File: config.mk
export PLATFORM = sky130hd
export DESIGN_NAME = reg_bus_master
export DESIGN_NICKNAME = d
export VERILOG_FILES = /design/src/rtl/reg_bus_master.sv
export SDC_FILE = /design/constraint.sdc
export NUM_CORES = 1
export LEC_CHECK = 0
export CORE_MARGIN = 2
export CORE_UTILIZATION = 40
export CTS_CLUSTER_SIZE = 25
export DETAILED_ROUTE_END_ITERATION = 8
export GPL_TIMING_DRIVEN = 0
export PLACE_DENSITY_LB_ADDON = 0.08
export SYNTH_ARGS = -nofsm -noshare
export SYNTH_HDL_FRONTEND = slang
export SYNTH_SLANG_ARGS = --single-unit
File: constraint.sdc
create_clock -name reg_clk -period 2.1 [get_ports reg_clk]
set_clock_uncertainty 0.1 [all_clocks]
set_input_delay 0.21 -clock reg_clk [delete_from_list [all_inputs] [get_ports reg_clk]]
set_output_delay 0.21 -clock reg_clk [all_outputs]
set_load 0.01 [all_outputs]
File: src/rtl/reg_bus_master.sv
// rtl/reg_bus_master.sv - single-outstanding initiator for the simple register bus
// Optional low-region write protection is enabled by defining REG_MST_WPROT_EN.
module reg_bus_master #(
   parameter int          ADDR_WIDTH = 24,
   parameter int unsigned WP_LIMIT   = 'h100
) (
   input  logic                  reg_clk,
   input  logic                  reg_rstn,
   input  logic                  cmd_valid,
   output logic                  cmd_ready,
   input  logic                  cmd_write,
   input  logic [ADDR_WIDTH-1:0] cmd_addr,
   input  logic [31:0]           cmd_wdat,
   input  logic [3:0]            cmd_be,
   output logic                  rsp_valid,
   input  logic                  rsp_ready,
   output logic [31:0]           rsp_rdat,
   output logic                  rsp_err,
   output logic                  reg_wr,
   output logic                  reg_rd,
   output logic [3:0]            reg_we,
   output logic [ADDR_WIDTH-1:0] reg_addr,
   output logic [31:0]           reg_wdat,
   input  logic [31:0]           reg_rdat,
   input  logic                  wp_dis
);

   localparam logic [2:0] S_IDLE = 3'd0;
   localparam logic [2:0] S_WSTB = 3'd1;
   localparam logic [2:0] S_RSTB = 3'd2;
   localparam logic [2:0] S_RCAP = 3'd3;
   localparam logic [2:0] S_RESP = 3'd4;

   localparam logic [ADDR_WIDTH-1:0] LP_WP_LIMIT = ADDR_WIDTH'(WP_LIMIT);

   logic [2:0]            r_state;
   logic                  r_wr;
   logic                  r_rd;
   logic [3:0]            r_we;
   logic [ADDR_WIDTH-1:0] r_addr;
   logic [31:0]           r_wdat;
   logic                  r_rsp_valid;
   logic [31:0]           r_rsp_rdat;
   logic                  r_rsp_err;
   logic                  w_wp_block;

`ifdef REG_MST_WPROT_EN
   assign w_wp_block = cmd_write && (cmd_addr < LP_WP_LIMIT) && !wp_dis;
`else
   logic w_unused_wp;
   assign w_wp_block  = 1'b0;
   assign w_unused_wp = wp_dis ^ (|LP_WP_LIMIT);
`endif

   // Gated by reset so the host sees no ready while the block is held in reset.
   assign cmd_ready = reg_rstn && (r_state == S_IDLE);

   always_ff @(posedge reg_clk or negedge reg_rstn) begin
      if (!reg_rstn) begin
         r_state     <= S_IDLE;
         r_wr        <= 1'b0;
         r_rd        <= 1'b0;
         r_we        <= 4'b0;
         r_addr      <= '0;
         r_wdat      <= 32'b0;
         r_rsp_valid <= 1'b0;
         r_rsp_rdat  <= 32'b0;
         r_rsp_err   <= 1'b0;
      end else begin
         r_wr <= 1'b0;
         r_rd <= 1'b0;
         r_we <= 4'b0;
         case (r_state)
            S_IDLE: begin
               if (cmd_valid) begin
                  r_addr <= cmd_addr;
                  r_wdat <= cmd_wdat;
                  if (!cmd_write) begin
                     r_state <= S_RSTB;
                     r_rd    <= 1'b1;
                  end else if (w_wp_block) begin
                     r_state     <= S_RESP;
                     r_rsp_valid <= 1'b1;
                     r_rsp_rdat  <= 32'b0;
                     r_rsp_err   <= 1'b1;
                  end else begin
                     r_state <= S_WSTB;
                     r_wr    <= 1'b1;
                     r_we    <= cmd_be;
                  end
               end
            end
            S_WSTB: begin
               r_state     <= S_RESP;
               r_rsp_valid <= 1'b1;
               r_rsp_rdat  <= 32'b0;
               r_rsp_err   <= 1'b0;
            end
            S_RSTB: begin
               r_state <= S_RCAP;
            end
            // Responders present registered data in the cycle after the read strobe.
            S_RCAP: begin
               r_state     <= S_RESP;
               r_rsp_valid <= 1'b1;
               r_rsp_rdat  <= reg_rdat;
               r_rsp_err   <= 1'b0;
            end
            S_RESP: begin
               if (rsp_ready) begin
                  r_state     <= S_IDLE;
                  r_rsp_valid <= 1'b0;
                  r_rsp_rdat  <= 32'b0;
                  r_rsp_err   <= 1'b0;
               end
            end
            default: begin
               r_state <= S_IDLE;
            end
         endcase
      end
   end

   assign reg_wr    = r_wr;
   assign reg_rd    = r_rd;
   assign reg_we    = r_we;
   assign reg_addr  = r_addr;
   assign reg_wdat  = r_wdat;
   assign rsp_valid = r_rsp_valid;
   assign rsp_rdat  = r_rsp_rdat;
   assign rsp_err   = r_rsp_err;

endmodule

Word-level counts from Yosys, hierarchy flattened

Index checks and enable logic that the tools add are counted.
W data, S select, Z words.

Add/sub/neg operators: 0
Multiply operators: 0
Div/mod/pow operators: 0
Magnitude comparators: 0
Equal/unequal tests: 6
Shift operators: 0
Multiplexer cells: 18
Bitwise gates (word level): 0
Reduce and logical (&&, ||, !) cells: 9

Operators with widths:

| kind                 | count |
|---|---|
| $pmux W32 S3         | 1 |
| $mux W32             | 1 |
| $mux W4              | 3 |
| $pmux W3 S4          | 1 |
| $reduce_and A2 Y1    | 4 |
| $mux W1              | 7 |
| $eq A3 B2 Y1 const B | 2 |
| $mux W3              | 2 |
| $ne A2 B2 Y1 const B | 2 |
| $pmux W1 S2          | 2 |
| $eq A3 B1 Y1 const B | 1 |
| $eq A3 B3 Y1 const B | 1 |
| $logic_not A3 Y1     | 1 |
| $reduce_bool A3 Y1   | 1 |
| $mux W2              | 1 |
| $reduce_bool A2 Y1   | 1 |
| $reduce_or A2 Y1     | 1 |
| $logic_and A1 B1 Y1  | 1 |

Register bits: 99
Latch bits: 0
Memory bits (writable): 0
ROM bits: 0
Input bits: 98
Output and inout bits: 97
Logic and storage cells: 42
Memories kept: 0

Depth between registers and ports, before layout

Gate-level depths: netlist of the first run.

Word-level depth: 4
Gate-level depth with buffers: 6
Depth with buffers taken out: 3

Worst setup path before layout of the first run

OpenSTA, ideal clock, no wires.

Path kind: register to register
Start: reg r_state[0]
End: reg r_addr[14] (netlist: reg_addr[14])
Setup time: 0.125 ns
Arrival time: 1.470 ns
Required time: 1.875 ns
Slack: 0.405 ns
Cell stages (with the launch flop): 6
Path buffers: 2
Period minus slack after synthesis: 1.695 ns
Cells stage by stage: dfrtp_1 > or3b_4 > nor2_4 > buf_12 > buf_12 > mux2_4

Cells in the longest elaborated chain, start to end: 2

RTL lines:

| what                        | RTL line | text |
|---|---|---|
| start, declared             | 36       | `logic [2:0] r_state;` |
| start signal, assigned      | 60       | `r_state <= S_IDLE;` |
| start signal, assigned      | 79       | `r_state <= S_RSTB;` |
| start signal, assigned      | 82       | `r_state <= S_RESP;` |
| $logic_not A3 Y1            | 73       | `case (r_state)` |
| $reduce_and A2 Y1 (no line) | --       |  |
| end signal, assigned        | 76       | `r_addr <= cmd_addr;` |
| end, declared               | 40       | `logic [ADDR_WIDTH-1:0] r_addr;` |

Every way passes these cells.
A chain may end at the register's enable or synchronous reset.

Final worst setup path of the first run

Start: reg r_state[1]
End: out cmd_ready

Cells in the longest elaborated chain, start to end: 2

RTL lines:

| what                | RTL line | text |
|---|---|---|
| $logic_not A3 Y1    | 56       | `assign cmd_ready = reg_rstn && (r_state == S_IDLE);` |
| $logic_and A1 B1 Y1 | 56       |  |
| end, declared       | 10       | `output logic cmd_ready,` |

Every way passes these cells.

==> results of run 1 <==
-- power by group through the flow --
stage / Sequential, mW / Combinational [mW] / Clock (mW)
after floorplan: 3.77 / 2.49 / 0
after global placement: 3.35 / 5.34 / 0
after detailed placement: 3.40 / 5.40 / 0
after CTS: 3.40 / 5.38 / 1.16
after global routing: 3.52 / 5.74 / 1.26
final: 3.40 / 5.32 / 1.12
-- state kept, by name (all words and copies together), names as in the netlist --
| signal | count |
|---|---|
| reg_addr | 24 |
| rsp_valid | 1 |
| reg_rd | 1 |
| reg_wdat | 32 |
| reg_wr | 1 |
| reg_we | 4 |
| r_state | 3 |
| rsp_rdat | 32 |
-- cell type report --
class                      instances  area (µm²)
sequential                        98        2450
clock inverter                     5        38.8
timing repair buffer             195        1980
tap                              136         170
clock buffer                      11         141
fill                             846        3720
inverter                           2        7.51
multi-input combinational        207        1560
buffer                            24         209
-- cell usage in the layout (no fill, tap or decap), types with 3 or more instances in the layout --
master / instances
clkdlybuf4s50_1: 190
dfrtp_1: 97
mux2_4: 40
nand2_1: 35
a21oi_1: 35
nor2_1: 34
a211oi_1: 32
mux2_2: 16
clkbuf_1: 11
clkbuf_8: 10
nor3_1: 5
buf_12: 5
and2_1: 3
buf_2: 3
buf_6: 3
buf_4: 3
-- synth_stat cells, types with 5 or more instances --
master    instances
dfrtp_1          98
mux2_4           40
a21oi_1          35
nand2_1          35
nor2_1           34
a211oi_1         32
mux2_2           16
clkbuf_1         13
buf_12            5
nor3_1            5
-- critical path, delay by kind of cell, from the launching register on --
| family | cells | cell delay (ns) |
|---|---|---|
| buffers and inverters | 2 | 0.55 |
| flip-flops | 1 | 0.39 |
| AND/OR/NAND/NOR | 1 | 0.28 |
-- worst min path at each step --
stage | depth (start not counted) | to
2_1_floorplan | 0 | r_state[0]$_DFFE_PN0P_
3_3_place_gp | 1 | reg_addr[7]$_DFFE_PN0P_
3_5_place_dp | 1 | reg_wdat[11]$_DFFE_PN0P_
4_1_cts | 3 | reg_we[2]$_DFF_PN0_
5_1_grt | 3 | reg_we[2]$_DFF_PN0_
6_report | 3 | reg_we[2]$_DFF_PN0_
-- metrics by stage --
stage	TNS [ns]	util, %	instances	total power [mW]
detailed placement	-0.0391	61.8	663	8.80
finish	0	63.8	678	9.84
global route	0	63.8	678	10.5
global placement	-300.47	61.5	662	8.69
floorplan	0	-	334	6.26
CTS	0	63.8	678	9.95
-- layer usage --
metal  vias up  global-route usage, %  share of wire [%]
li1       1561                      -                  -
met1      1611                   26.4                 45
met2       119                   31.0                 47
met3        13                   4.01                6.5
met4         0                   6.12                1.3
met5         -                      0                  0
-- logic make-up (layout without fill, tap and decap cells) --
| logic type | after synthesis | count (layout) | share of synthesized area [%] |
|---|---|---|---|
| simple gates | 83 | 83 | 8.40 |
| other cells | 1 | 1 | 0.0886 |
| buf+inv | 29 | 237 | 5.29 |
| flops | 98 | 98 | 58.0 |
| compound gates | 67 | 67 | 9.82 |
| mux | 56 | 56 | 18.5 |
-- what timing repair did --
| item | CTS | global route |
|---|---|---|
| buffers inserted | 0 | 0 |
| setup endpoints to repair | 1 | 0 |
| resized for setup | 4 | 0 |
| hold buffers | 2 | 0 |
| endpoints found under the hold margin | 46 | 0 |
==> out/metrics.cfg, run 1 <==
[die]
rows = 37
die_width_um = 107
coreArea_um2 = 10300
fp.dieH_um = 107
initial_core_util_pct = 41.2
pin_count = 195
dieArea_um2 = 11400

[timing]
drv_slew = 0
finalHoldViolations = 0
min_period_ns = 1.88
whs_ns = 0.280
clock.fmax_mhz = 532
worst_slack_ns = 0.220
worst-slew-pin-transition_ns = 0.503
period_share_pct = 89.5
slew_headroom_pct = 66.4
rsz0062_at_grt = no
finalSetupViolCount = 0

[grt]
grt_pass1_vias = 3339
grt_use_total_pct = 19.3
globalRouteOverflowTotal = 0
grt_pass1_wl_mm = 17.3
grt_max_degree = 53
antenna_found_initial = 0

[routing]
drc = 0
routedWlPerCell_um = 15.8
num_vias = 3304
dr.pass1.iters = 4
drtAntennaViolNets = 0
wl_mm = 10.7
dr.first_iter.drc_count = 150
viasPerCell = 4.87

[power]
power_density_nw_per_um2 = 1500
leakage_nw = 2.81
vdd_ir_drop_max_mv = 0.667
power.internal_mw = 6.44
p_comb_share_pct = 54.1
p_sw_share_pct = 34.6
seqPwrFrac_pct = 34.5
p_clk_share_pct = 11.4
switching_power_mw = 3.41

[critical_path]
crit_start = r_state[1]$_DFFE_PN0P_
arrival_ns = 1.57
rr_worst_depth = 6
cp_data_required_time_ns = 1.79
r2r_start = r_state[1]$_DFFE_PN0P_
critPathCapture = cmd_ready
path_cells = buf_2 -> nor4b_1 -> dlygate4sd2_1
cp_max_fo = 19
setup.worst_path.class = reg -> out
max_stage_delay_ns = 0.39
worst_setup_path_start_kind = flop
end_kind = output port
reg2reg_slack_ns = 0.29
critPathSlowestCell = dfrtp_1
r2r_end = rsp_rdat[9]$_DFFE_PN0P_

[cts]
cts-root-buf = clkbuf_8
clkTransAtPathRegs_ns = 0.09
cts_tree = yes
numCtsBuffers = 9
cts.sink_count = 98
clk_latency_ns = 0.35
clockBufferDepth = 2
htreeDepth = 3

[yosys]
syn_area_um2 = 4230
yosysTopAreaCell = dfrtp_1
yosys.area.top_type_share_pct = 58.0
synthCells = 334
synth_area_leaders = dfrtp_1, mux2_4, a211oi_1, mux2_2, a21oi_1
synth_edf_count = 0
avgSynthCellArea_um2 = 12.7
ys_ff_latch = 98
ys.flop_type = dfrtp_1
syn-num-nets = 432
synth.distinct_cells = 22
ys_seq_area_share_pct = 58.0
yosys_warnings = 0
async_flop_share_pct = 100

[cells_and_area]
area_delta_synth_final_pct = 55.0
fin_area_um2 = 6560
diodes = 0
drive_gt1_share_pct = 17.0
nets = 635

[place]
portBuffers = 192
gp_congestion = 0.744
hpwl_mm = 7.71
post_dp_cell_area_um2 = 6350
detailedPlace.worstSlack_ns = -0.0307

[run_status]
run_status = completed

[hold_path]
min-delay-start = cmd_be[2]
worstHoldPathType = in -> reg

[job]
max-cap-violations = 0

No activity file was read; power rests on OpenSTA's default activity.
==> run 2, diff against run 1 <==
- SKIP_CTS_REPAIR_TIMING: default -> 1
==> out/metrics.cfg, run 2 (synthesis results as in run 1) <==
[power]
power.internal_mw = 6.44  ; about the same
seqPwrFrac_pct = 34.2  ; -0.3 points
power_density_nw_per_um2 = 1510  ; +0.45%
vdd_ir_drop_max_mv = 0.673  ; +0.91%
power.total_mw = 9.84  ; about the same
p_comb_share_pct = 54.4  ; +0.3 points
switching_power_mw = 3.41  ; about the same
p_clk_share_pct = 11.4  ; about the same
leakage_nw = 2.82  ; about the same
p_sw_share_pct = 34.6  ; about the same

[grt]
grt_use_total_pct = 19.1  ; -0.18 points
use_met3_pct = 4.01  ; unchanged
globalRouteOverflowTotal = 0  ; unchanged
antenna_found_initial = 0  ; unchanged
met1_usage_pct = 26.3  ; -0.11 points
use_met2_pct = 30.5  ; -0.50 points
grt_max_degree = 53  ; unchanged
top_usage_layer = met2
grt_pass1_wl_mm = 17.2  ; -0.72%
grt_pass1_vias = 3332  ; -0.21%

[cts]
cts_tree = yes
numCtsBuffers = 9  ; unchanged
cts-root-buf = clkbuf_8
cts.sink_count = 98  ; unchanged
clkTransAtPathRegs_ns = 0.10  ; about the same
clk_latency_ns = 0.35  ; about the same
htreeDepth = 3  ; unchanged
clockBufferDepth = 2  ; unchanged

[timing]
period_share_pct = 91.9  ; +2.3 points
clock.fmax_mhz = 518  ; -2.6%
worst-slew-pin-transition_ns = 0.654  ; +0.151 ns
worst_slack_ns = 0.170  ; -0.0493 ns
whs_ns = -0.251  ; -0.530 ns
min_period_ns = 1.93  ; +0.0493 ns
setup_tns_ns = 0  ; unchanged
finalHoldViolations = 46  ; +46
drv_slew = 0  ; unchanged
rsz0062_at_grt = no
slew_headroom_pct = 56.4  ; -10 points
finalSetupViolCount = 0  ; unchanged

[die]
die_width_um = 107  ; unchanged
pin_count = 195  ; unchanged
rows = 37  ; unchanged
coreArea_um2 = 10300  ; unchanged
initial_core_util_pct = 41.2  ; unchanged
dieArea_um2 = 11400  ; unchanged
fp.dieH_um = 107  ; unchanged

[place]
portBuffers = 192  ; unchanged
hpwl_mm = 7.71  ; unchanged
post_dp_cell_area_um2 = 6350  ; unchanged
detailedPlace.worstSlack_ns = -0.0307  ; unchanged
placed_cells_incl_taps = 663  ; unchanged
gp_congestion = 0.744  ; unchanged

[cells_and_area]
final_common_cell = clkdlybuf4s50_1
mostFrequentLayoutCells = clkdlybuf4s50_1, dfrtp_1, mux2_4, nand2_1, a21oi_1
instances_no_fill = 678  ; unchanged
drive_gt1_share_pct = 16.8  ; -0.18 points
nets = 635  ; unchanged
fillers = 852  ; +0.71%
diodes = 0  ; unchanged
fin_util_pct = 63.5  ; -0.28 points
area_delta_synth_final_pct = 54.3
fin_area_um2 = 6530  ; -0.44%

[critical_path]
arrival_ns = 1.62  ; +0.05 ns
worst_setup_path_start_kind = flop
max_stage_delay_ns = 0.42  ; +0.03 ns
path_cells = clkbuf_2 -> buf_2 -> nor4b_1 -> dlymetal6s2s_1
end_kind = output port
setup.worst_path.class = reg -> out
cp_data_required_time_ns = 1.79  ; about the same
cp_max_fo = 10  ; -9
critPathSlowestCell = dfrtp_1

[routing]
dr.pass1.iters = 4  ; unchanged
drtAntennaViolNets = 0  ; unchanged
wl_mm = 10.6  ; -1.1%
routedWlPerCell_um = 15.7  ; -1.1%
viasPerCell = 4.86  ; -0.27%
dr.first_iter.drc_count = 161  ; +7.3%
drc = 0  ; unchanged
num_vias = 3295  ; -0.27%

[run_status]
run_status = complete, but fails checks
violations = hold timing

[hold_path]
worstHoldPathType = in -> async

[job]
max-cap-violations = 0  ; unchanged

[run 2: power by group through the flow]
stage	logic, mW	registers [mW]	clock network [mW]
floorplan	2.49	3.77	0
global placement	5.34	3.35	0
detailed placement	5.40	3.40	0
CTS	5.42	3.37	1.16
global route	5.78	3.49	1.26
finish	5.35	3.37	1.12
[run 2: path summary, 6_finish.rpt]
check | cells past startpoint | startpoint | to | slack [ns]
max | 4 | r_state[0]$_DFFE_PN0P_ | cmd_ready | 0.17
min | 1 | reg_rstn | reg_wdat[11]$_DFFE_PN0P_ | -0.25
max reg2reg | 6 | r_state[1]$_DFFE_PN0P_ | rsp_rdat[26]$_DFFE_PN0P_ | 0.28
min reg2reg | 1 | reg_addr[10]$_DFFE_PN0P_ | reg_addr[10]$_DFFE_PN0P_ | 0.41
max in group asynchronous | 2 | reg_rstn | rsp_rdat[0]$_DFFE_PN0P_ | 1.46
min in group reg_clk | 3 | cmd_be[2] | reg_we[2]$_DFF_PN0_ | 0.28
[run 2: final cells by class]
type | instances | area, µm² | share of cell area, %
inverter | 2 | 7.51 | 0.115
sequential | 98 | 2450 | 37.6
clock inverter | 5 | 38.8 | 0.594
multi-input combinational | 207 | 1560 | 23.8
tap | 136 | 170 | 2.61
clock buffer | 11 | 141 | 2.17
timing repair buffer | 193 | 1950 | 29.9
buffer | 26 | 215 | 3.30
[run 2: critical path, delay by kind of cell (launching register included)]
family	cells	cell delay (ns)
buffers and inverters	3	0.64
DFF	1	0.42
and+or+nand+nor	1	0.22
[run 2: routing by layer]
| layer | wire (µm) | share of wire (%) | up-vias |
|---|---|---|---|
| met5 | 0 | 0 | - |
| met4 | 129 | 1.2 | 0 |
| met3 | 716 | 6.7 | 12 |
| met2 | 5000 | 47 | 123 |
| met1 | 4770 | 45 | 1600 |
| li1 | - | - | 1560 |
==> run 3, diff against run 2 <==
- CORE_UTILIZATION: 40 -> 42
==> out/metrics.cfg, run 3 (synthesis results as in run 1) <==
[critical_path]
cp_num_buf_inv = 4  ; +1
critPathTopFamily = buffers and inverters
setup.worst_path.class = in -> out
end_kind = output port
max_stage_delay_ns = 0.56  ; +0.14 ns
cp_max_fo = 47  ; +37
arrival_ns = 1.60  ; -0.02 ns
worst_setup_path_start_kind = primary input
critPathSlowestCell = dlygate4sd3_1
path_cells = dlygate4sd3_1 -> buf_6 -> buf_16 -> nor4b_2 -> dlymetal6s2s_1
cp_data_required_time_ns = 1.79  ; about the same

[cells_and_area]
area_delta_synth_final_pct = 55.2
fin_area_um2 = 6570  ; +0.59%
mostFrequentLayoutCells = clkdlybuf4s50_1, dfrtp_1, mux2_4, nand2_1, a21oi_1
nets = 636  ; +0.16%
final_common_cell = clkdlybuf4s50_1
drive_gt1_share_pct = 17.3  ; +0.52 points
fillers = 760  ; -11%
diodes = 0  ; unchanged

[die]
coreArea_um2 = 9770  ; -4.9%
fp.dieH_um = 104  ; -2.3%
pin_count = 195  ; unchanged
rows = 36  ; -2.7%
initial_core_util_pct = 43.3  ; +2.1 points
die_width_um = 104  ; -2.3%
dieArea_um2 = 10900  ; -4.6%

[timing]
finalHoldViolations = 0  ; -100%
drv_slew = 0  ; unchanged
clock.fmax_mhz = 523  ; +0.85%
whs_ns = 0.294  ; +0.545 ns
min_period_ns = 1.91  ; -0.0163 ns
period_share_pct = 91.1  ; -0.78 points
rsz0062_at_grt = no
finalSetupViolCount = 0  ; unchanged

[routing]
drc = 0  ; unchanged
wl_mm = 10.7  ; +1.2%
dr.first_iter.drc_count = 124  ; -23%
viasPerCell = 4.86  ; about the same
dr.pass1.iters = 4  ; unchanged
topRoutingLayerUsed = met4
wl_met2_mm = 5.21  ; +4.2%
wl_met3_um = 695  ; -2.9%
drtAntennaViolNets = 0  ; unchanged
num_vias = 3288  ; -0.21%
routedWlPerCell_um = 15.9  ; +1.5%
drt-met1-wl_mm = 4.70  ; -1.4%

[cts]
cts-root-buf = clkbuf_8
cts.sink_count = 98  ; unchanged
clk_latency_ns = 0.35  ; about the same
numCtsBuffers = 9  ; unchanged
htreeDepth = 3  ; unchanged
cts_tree = yes
clockBufferDepth = 2  ; unchanged
clkTransAtPathRegs_ns = 0.09  ; about the same

[power]
leakage_nw = 2.83  ; +0.61%
power_density_nw_per_um2 = 1500  ; -0.33%
vdd_ir_drop_max_mv = 0.679  ; +0.89%

[grt]
grt_pass1_vias = 3369  ; +1.1%
globalRouteOverflowTotal = 0  ; unchanged
grt_max_degree = 54  ; +1.9%
antenna_found_initial = 0  ; unchanged
grt_use_total_pct = 19.8  ; +0.69 points
grt_pass1_wl_mm = 17.5  ; +1.7%

[place]
gp_congestion = 0.762  ; +2.3%
post_dp_cell_area_um2 = 6340  ; about the same
portBuffers = 192  ; unchanged
hpwl_mm = 7.94  ; +3.0%

[run_status]
run_status = completed

[hold_path]
worstHoldPathType = in -> reg

[job]
max-cap-violations = 0  ; unchanged

==> run 3: path summary, 6_finish.rpt <==
kind	startpoint	slack [ns]	endpoint	cells past startpoint
worst min-delay path	cmd_be[2]	0.29	reg_we[2]$_DFF_PN0_	3
worst max register to register	r_state[0]$_DFFE_PN0P_	0.20	reg_wdat[3]$_DFFE_PN0P_	5
min in group asynchronous	reg_rstn	0.31	reg_wdat[17]$_DFFE_PN0P_	3
worst max-delay path	reg_rstn	0.19	cmd_ready	5
worst min register to register	reg_addr[3]$_DFFE_PN0P_	0.41	reg_addr[3]$_DFFE_PN0P_	1
max in group asynchronous	reg_rstn	1.33	r_state[0]$_DFFE_PN0P_	3
==> run 3: stage by stage <==
| step | util [%] | power (mW) | std cells | setup TNS [ns] | worst slack (ns) |
|---|---|---|---|---|---|
| floorplan | - | 6.26 | 334 | 0 | 0.405 |
| global placement | 64.7 | 8.66 | 659 | -296.36 | -3.19 |
| detailed placement | 64.9 | 8.81 | 660 | -0.267 | -0.210 |
| CTS | 66.7 | 9.97 | 676 | -0.423 | -0.423 |
| global route | 67.2 | 10.5 | 676 | 0 | 0.0548 |
| finish | 67.2 | 9.87 | 676 | 0 | 0.187 |
==> run 3: tightest hold or removal path: cells and delay by family <==
kind,cells,cell delay [ns]
buf+inv,2,0.45
simple gates,1,0.04
==> run 3: power by group <==
group | total (mW) | switching, mW | leakage [nW] | internal [mW]
Combinational | 5.35 | 2.19 | 1.56 | 3.17
Clock | 1.12 | 0.672 | 0.0892 | 0.449
Sequential | 3.39 | 0.582 | 1.19 | 2.81
==> run 3: per-layer routing <==
metal  global-route usage [%]  up-vias
li1                         -     1557
met1                     26.1     1601
met2                     32.9      118
met3                     4.64       12
met4                     5.41        0
met5                        0        -
==> run 3: final cells by class <==
cell class / instances / area, µm² / area share (%)
clock buffers: 10 / 128 / 1.94
well taps: 133 / 166 / 2.53
multi-input cells: 207 / 1560 / 23.8
inverters: 2 / 7.51 / 0.114
clock inverters: 6 / 50.0 / 0.762
plain buffers: 25 / 211 / 3.22
repair buffers: 195 / 1990 / 30.3
flip-flops and latches: 98 / 2450 / 37.4
